<file path="src/rtl/elastic_buffer_skp_ctrl_if.sv">
// Buffer-head / decoder-side bundle for the elastic buffer read controller.
// slave = controller side, master = buffer/decoder (or bench) side.
interface elastic_buffer_skp_ctrl_if #(
  parameter int DATA_WIDTH   = 10,
  parameter int BUFFER_DEPTH = 16
);
  localparam int FILL_W = $clog2(BUFFER_DEPTH) + 1;

  logic                  buffer_mode;
  logic [FILL_W-1:0]     fill_level;
  logic [DATA_WIDTH-1:0] head_data;
  logic [DATA_WIDTH-1:0] head_next_data;
  logic [1:0]            pop_cnt;
  logic [DATA_WIDTH-1:0] data_out;
  logic                  out_valid;
  logic                  skp_added_removed;
  logic                  skp_added;
  logic                  skp_removed;
  logic                  underflow;
  logic                  overflow;

  modport slave (
    input  buffer_mode, fill_level, head_data, head_next_data,
    output pop_cnt, data_out, out_valid, skp_added_removed,
           skp_added, skp_removed, underflow, overflow
  );

  modport master (
    output buffer_mode, fill_level, head_data, head_next_data,
    input  pop_cnt, data_out, out_valid, skp_added_removed,
           skp_added, skp_removed, underflow, overflow
  );
endinterface

</file>
<file path="src/rtl/elastic_buffer_skp_ctrl.sv">
// Elastic buffer read-side controller: pops 0/1/2 symbols per cycle and
// duplicates or drops one SKP per ordered set to re-centre occupancy.
module elastic_buffer_skp_ctrl #(
  parameter int               DATA_WIDTH    = 10,
  parameter int               BUFFER_DEPTH  = 16,
  parameter int               LOW_WM        = 6,
  parameter int               HIGH_WM       = 10,
  parameter int               EMPTY_HIGH_WM = 4,
  parameter logic [DATA_WIDTH-1:0] COM_N    = 10'h0FA,
  parameter logic [DATA_WIDTH-1:0] COM_P    = 10'h305,
  parameter logic [DATA_WIDTH-1:0] SKP_N    = 10'h0F4,
  parameter logic [DATA_WIDTH-1:0] SKP_P    = 10'h30B
) (
  input logic clk_read,
  input logic rst_n,
  elastic_buffer_skp_ctrl_if.slave bus
);
  localparam int FILL_W = $clog2(BUFFER_DEPTH) + 1;

  typedef enum logic [1:0] {IDLE, RUN, SKP_OS} state_t;

  typedef struct packed {
    logic [DATA_WIDTH-1:0] data;
    logic                  valid;
    logic                  added;
    logic                  removed;
    logic                  adj;
    logic                  uf;
  } resp_t;

  state_t      state, state_n;
  logic [2:0]  skp_cnt, skp_cnt_n;
  logic        adj_done, adj_n;
  resp_t       resp_q, resp_n;
  logic [1:0]  pop;
  logic        ovf_q;

  logic              is_com, is_skp, next_skp;
  logic [FILL_W-1:0] start_lvl, hi_lvl, fill;

  assign fill      = bus.fill_level;
  assign is_com    = (bus.head_data == COM_N) || (bus.head_data == COM_P);
  assign is_skp    = (bus.head_data == SKP_N) || (bus.head_data == SKP_P);
  assign next_skp  = (bus.head_next_data == SKP_N) || (bus.head_next_data == SKP_P);
  assign start_lvl = bus.buffer_mode ? FILL_W'(1) : FILL_W'(BUFFER_DEPTH / 2);
  assign hi_lvl    = bus.buffer_mode ? FILL_W'(EMPTY_HIGH_WM) : FILL_W'(HIGH_WM);

  always_comb begin
    state_n        = state;
    skp_cnt_n      = skp_cnt;
    adj_n          = adj_done;
    pop            = 2'd0;
    resp_n         = resp_q;
    resp_n.valid   = 1'b0;
    resp_n.added   = 1'b0;
    resp_n.removed = 1'b0;
    resp_n.adj     = 1'b0;
    resp_n.uf      = 1'b0;
    case (state)
      IDLE: if (fill >= start_lvl) state_n = RUN;
      RUN, SKP_OS: begin
        if (fill == '0) begin
          resp_n.uf = 1'b1;
          state_n   = IDLE;
        end else if (state == SKP_OS && is_skp) begin
          resp_n.valid = 1'b1;
          resp_n.data  = bus.head_data;
          // Drop retires the head SKP plus its twin, so one SKP always survives.
          if (!adj_done && fill > hi_lvl && next_skp && fill >= FILL_W'(2)) begin
            pop            = 2'd2;
            resp_n.removed = 1'b1;
            resp_n.adj     = 1'b1;
            adj_n          = 1'b1;
          end else if (!adj_done && !bus.buffer_mode && fill < FILL_W'(LOW_WM)) begin
            pop          = 2'd0;
            resp_n.added = 1'b1;
            resp_n.adj   = 1'b1;
            adj_n        = 1'b1;
          end else begin
            pop = 2'd1;
          end
          skp_cnt_n = skp_cnt + {1'b0, pop};
          if (skp_cnt_n >= 3'd5) state_n = RUN;
        end else begin
          pop          = 2'd1;
          resp_n.valid = 1'b1;
          resp_n.data  = bus.head_data;
          if (is_com) begin
            state_n   = SKP_OS;
            skp_cnt_n = 3'd0;
            adj_n     = 1'b0;
          end else begin
            state_n = RUN;
          end
        end
      end
      default: state_n = IDLE;
    endcase
  end

  always_ff @(posedge clk_read) begin
    if (!rst_n) begin
      state    <= IDLE;
      skp_cnt  <= 3'd0;
      adj_done <= 1'b0;
      resp_q   <= '0;
      ovf_q    <= 1'b0;
    end else begin
      state    <= state_n;
      skp_cnt  <= skp_cnt_n;
      adj_done <= adj_n;
      resp_q   <= resp_n;
      if (fill == FILL_W'(BUFFER_DEPTH)) ovf_q <= 1'b1;
    end
  end

  assign bus.pop_cnt           = pop;
  assign bus.data_out          = resp_q.data;
  assign bus.out_valid         = resp_q.valid;
  assign bus.skp_added         = resp_q.added;
  assign bus.skp_removed       = resp_q.removed;
  assign bus.skp_added_removed = resp_q.adj;
  assign bus.underflow         = resp_q.uf;
  assign bus.overflow          = ovf_q;
endmodule

</file>
<file path="src/flat_wrapper.sv">
// flat-port wrapper written by rule: the top's interface ports become plain ports
module elastic_buffer_skp_ctrl_flat 
#(
  parameter int               DATA_WIDTH    = 10,
  parameter int               BUFFER_DEPTH  = 16,
  parameter int               LOW_WM        = 6,
  parameter int               HIGH_WM       = 10,
  parameter int               EMPTY_HIGH_WM = 4,
  parameter logic [DATA_WIDTH-1:0] COM_N    = 10'h0FA,
  parameter logic [DATA_WIDTH-1:0] COM_P    = 10'h305,
  parameter logic [DATA_WIDTH-1:0] SKP_N    = 10'h0F4,
  parameter logic [DATA_WIDTH-1:0] SKP_P    = 10'h30B
)
  (clk_read, rst_n, bus_buffer_mode, bus_fill_level, bus_head_data, bus_head_next_data, bus_pop_cnt, bus_data_out, bus_out_valid, bus_skp_added_removed, bus_skp_added, bus_skp_removed, bus_underflow, bus_overflow);
  elastic_buffer_skp_ctrl_if #(.DATA_WIDTH(DATA_WIDTH), .BUFFER_DEPTH(BUFFER_DEPTH)) bus_i ();
  input logic clk_read;
  input logic rst_n;
  input wire logic [$bits(bus_i.buffer_mode)-1:0] bus_buffer_mode;
  input wire logic [$bits(bus_i.fill_level)-1:0] bus_fill_level;
  input wire logic [$bits(bus_i.head_data)-1:0] bus_head_data;
  input wire logic [$bits(bus_i.head_next_data)-1:0] bus_head_next_data;
  output wire logic [$bits(bus_i.pop_cnt)-1:0] bus_pop_cnt;
  output wire logic [$bits(bus_i.data_out)-1:0] bus_data_out;
  output wire logic [$bits(bus_i.out_valid)-1:0] bus_out_valid;
  output wire logic [$bits(bus_i.skp_added_removed)-1:0] bus_skp_added_removed;
  output wire logic [$bits(bus_i.skp_added)-1:0] bus_skp_added;
  output wire logic [$bits(bus_i.skp_removed)-1:0] bus_skp_removed;
  output wire logic [$bits(bus_i.underflow)-1:0] bus_underflow;
  output wire logic [$bits(bus_i.overflow)-1:0] bus_overflow;
  assign bus_i.buffer_mode = bus_buffer_mode;
  assign bus_i.fill_level = bus_fill_level;
  assign bus_i.head_data = bus_head_data;
  assign bus_i.head_next_data = bus_head_next_data;
  assign bus_pop_cnt = bus_i.pop_cnt;
  assign bus_data_out = bus_i.data_out;
  assign bus_out_valid = bus_i.out_valid;
  assign bus_skp_added_removed = bus_i.skp_added_removed;
  assign bus_skp_added = bus_i.skp_added;
  assign bus_skp_removed = bus_i.skp_removed;
  assign bus_underflow = bus_i.underflow;
  assign bus_overflow = bus_i.overflow;
  elastic_buffer_skp_ctrl #(.DATA_WIDTH(DATA_WIDTH), .BUFFER_DEPTH(BUFFER_DEPTH), .LOW_WM(LOW_WM), .HIGH_WM(HIGH_WM), .EMPTY_HIGH_WM(EMPTY_HIGH_WM), .COM_N(COM_N), .COM_P(COM_P), .SKP_N(SKP_N), .SKP_P(SKP_P)) u_core (.clk_read(clk_read), .rst_n(rst_n), .bus(bus_i));
endmodule
</file>
<file path="config.mk">
export PLATFORM = sky130hd
export DESIGN_NAME = elastic_buffer_skp_ctrl_flat
export DESIGN_NICKNAME = d
export VERILOG_FILES = /design/src/rtl/elastic_buffer_skp_ctrl_if.sv /design/src/rtl/elastic_buffer_skp_ctrl.sv /design/src/flat_wrapper.sv
export SDC_FILE = /design/constraint.sdc
export NUM_CORES = 1
export LEC_CHECK = 0
export CORE_UTILIZATION = 30
export DETAILED_ROUTE_END_ITERATION = 10
export GPL_ROUTABILITY_DRIVEN = 0
export HOLD_SLACK_MARGIN = 0.02
export PLACE_DENSITY = 0.6
export SLEW_MARGIN = 10
export SYNTH_ARGS = -nofsm -noshare
export SYNTH_HDL_FRONTEND = slang
export SYNTH_SLANG_ARGS = --single-unit
</file>
<file path="constraint.sdc">
create_clock -name clk_read -period 4.3 [get_ports clk_read]
set_clock_uncertainty 0.05 [all_clocks]
set_input_delay 0.86 -clock clk_read [delete_from_list [all_inputs] [get_ports clk_read]]
set_output_delay 0.86 -clock clk_read [all_outputs]
set_load 0.02 [all_outputs]
</file>
==> summary.txt <==
Run status
  – Status: finished, final reports clean

STA
  – Final setup violation count: 0
  – Slew headroom: 64.6%
  – Fin. max-slew vios: 0
  – Actual slew at the worst max-slew pin: 0.526 ns
  – RSZ-0062 raised after global routing: no
  – WHS: 0.425 ns
  – Fmax: 244 MHz
  – Hold Fails Final Rpt: 0
  – Setup TNS: 0 ns
  – Final worst-path cycle share: 95.5%
  – Final min period: 4.11 ns

Setup path
  – Crit path kind: in2out
  – Crit end category: output pin
  – R2r startpoint: u_core.adj_done
  – CP Cell Sequence: clkdlybuf4s50_1 -> or4b_1 -> or4_1 -> a221oi_2 -> buf_4 -> inv_1 -> nor2_1 -> dlygate4sd2_1
  – Worst EP required: 3.39 ns
  – Worst path slowest cell: or4b_1
  – Slowest stage delay, CP: 0.51 ns
  – CP max FO: 2
  – WP data arrival: 3.20 ns
  – Crit path from: bus_head_next_data[1]
  – Startpoint Class: input port

Placed design
  – Placed cell count: 230
  – Hpwl dp: 2440 um
  – Port buffer count: 45

Power
  – Switching power share of the total: 25.3%
  – Pwr dens: 295 nW/um^2
  – Comb pwr share: 23.2%
  – Sequential Power Share: 40.6%
  – Int Power: 0.405 mW
  – Leakage: 0.728 nW
  – Switch Pwr: 0.137 mW
  – PnR Total Power: 0.542 mW
  – Maximum VDD drop: 231 uV
  – Clk network pwr share: 36.2%

GRT
  – Largest net degree at the start of global routing: 17
  – Overflow after GRT: 0
  – First-pass GRT wire length: 5340 um
  – Initial antenna violation count: 0
  – Number of global-route vias before repair: 1249
  – GRT Util Overall: 15.6%

Logic synthesis
  – Cells after Synth: 134
  – Count leader, synth: dfxtp_1
  – Synthesized area: 1210 um^2
  – Area leader, netlist: dfxtp_1
  – Yosys Warn Count: 0
  – Post-synth ARST share: 0%
  – Synthesized Nets: 171
  – Synth top area cells: dfxtp_1 (36%), mux2i_1 (9.1%), ha_1 (8.2%), nor2_1 (4.3%), inv_1 (3.7%)
  – Post-synth EDFFs: 0
  – Distinct cells, synth: 39
  – Synth top cells by count: dfxtp_1 (22), nor2_1 (14), inv_1 (12)
  – Post-synthesis register bit count: 22
  – Syn Area/Cell: 9.06 um^2
  – Post-synthesis sequential area ratio: 36.3%
  – Share of the synthesized area in the top cell type: 36.3%
  – Primary FF master, synth: dfxtp_1

Clock network
  – Reg clk slew, reported paths: 0.08 ns
  – CTS root buffer: clkbuf_8
  – CTS buffer count: 3
  – Clock Path Buffers: 2
  – H-tree levels: 1
  – TritonCTS clock tree: yes
  – Clock Sinks: 22
  – Clk_lat worst skew: 0.27 ns

Hold path
  – Hold WC Path Type: reg2reg
  – Min-delay src: u_core.skp_cnt[1]

Layout
  – FILL cells: 357
  – Share of layout cells above drive strength 1: 8.56%
  – Fin util: 48.7%
  – Antenna diode count: 0
  – NumNets Final: 225
  – Area Growth Syn to Fin: 51.4%
  – Post-route insts no fill: 235

Drt
  – Routed Antenna Nets: 0
  – Via count: 1216
  – Initial drt markers: 38
  – Drt first pass iters: 5
  – DRC: 0
  – DR WL/cell: 12.9 um
  – Drt via density: 5.17
  – DRT Wirelength: 3040 um

Die
  – Die H: 65.6 um
  – Num rows: 22
  – IO Count: 46
  – Core Area: 3770 um^2
  – Area of the die: 4300 um^2
  – Die Width: 65.6 um
  – Starting Density: 32.2%

Run
  – Maxcap violations: 0
==> cell type report <==
type / count / area, um^2 / area share [%]
clock inverters: 1 / 30.0 / 1.63
well taps: 48 / 60.1 / 3.27
flip-flops and latches: 22 / 440 / 24.0
inverters: 12 / 45.0 / 2.45
clock buffers: 3 / 41.3 / 2.25
multi-input cells: 97 / 717 / 39.0
repair buffers: 52 / 504 / 27.4
==> final timing paths <==
check,to,slack (ns),depth (start not counted)
worst min register to register,u_core.skp_cnt[1],0.42,2
worst max register to register,u_core.state[1],1.79,10
worst min-delay path,u_core.skp_cnt[1],0.42,2
worst max-delay path,bus_pop_cnt[1],0.19,8
==> power groups by stage <==
stage          clock network (mW)  registers, mW  logic, mW
3_3_place_gp                    0          0.224      0.124
5_1_grt                     0.213          0.221      0.136
3_5_place_dp                    0          0.225      0.126
2_1_floorplan                   0          0.235     0.0498
4_1_cts                     0.204          0.220      0.127
6_report                    0.196          0.220      0.126
==> kinds of logic after synthesis <==
group	synth area share [%]
compound gates	15.1
fa+ha+maj	9.90
buf+inv	4.64
flops	36.3
mux	9.07
simple gates	25.1
==> critical path: cells and delay by family <==
| family | cells | cell delay, ns |
|---|---|---|
| buffers and inverters | 4 | 0.95 |
| AND/OR/NAND/NOR | 3 | 1.03 |
| AO/OA/AOI/OAI | 1 | 0.35 |
==> registers in the layout, indices dropped and copies added, names as in the netlist <==
name,count
u_core.bus.data_out,10
u_core.state,2
u_core.bus.skp_removed,1
u_core.bus.skp_added_removed,1
u_core.bus.overflow,1
u_core.bus.underflow,1
u_core.adj_done,1
u_core.bus.skp_added,1
u_core.skp_cnt,3
u_core.bus.out_valid,1
==> cell usage in the layout, fill, tap and decap left out, types with 2 or more instances in the layout <==
| cell | n |
|---|---|
| clkdlybuf4s50_1 | 43 |
| dfxtp_1 | 22 |
| nor2_1 | 14 |
| inv_1 | 12 |
| mux2i_1 | 11 |
| nand2_1 | 8 |
| ha_1 | 8 |
| buf_4 | 7 |
| nor4_1 | 5 |
| nand4_1 | 4 |
| o21ai_0 | 3 |
| nor3b_1 | 3 |
| nand3_1 | 3 |
| a21oi_1 | 3 |
| nor3_1 | 3 |
| clkbuf_8 | 3 |
| or4_1 | 2 |
| nor2b_1 | 2 |
| nor4bb_1 | 2 |
| and2_1 | 2 |
| o21a_1 | 2 |
| a21o_1 | 2 |
| o32ai_1 | 2 |
==> routing by layer <==
layer	part of all wire, %	vias to the layer above	GRT usage (%)
met5	0	-	0
met4	0	0	0.815
met3	5.8	0	4.86
met2	49	33	27.8
met1	45	583	19.1
li1	-	600	-
==> per-stage QoR <==
stage	cell area, um^2	setup slack, ns
global placement	1760	0.0161
global route	1840	0.0828
finish	1840	0.194
CTS	1840	0.0235
floorplan	1210	0.808
detailed placement	1760	-0.0245
==> repair_timing <==
item	CTS	global route
resized for setup	1	1
setup endpoints to repair	2	1
endpoints found under the hold margin	0	0
setup buffers	1	0
pin swaps	1	0
hold buffers	0	0
(Power assumes the default switching activity.)
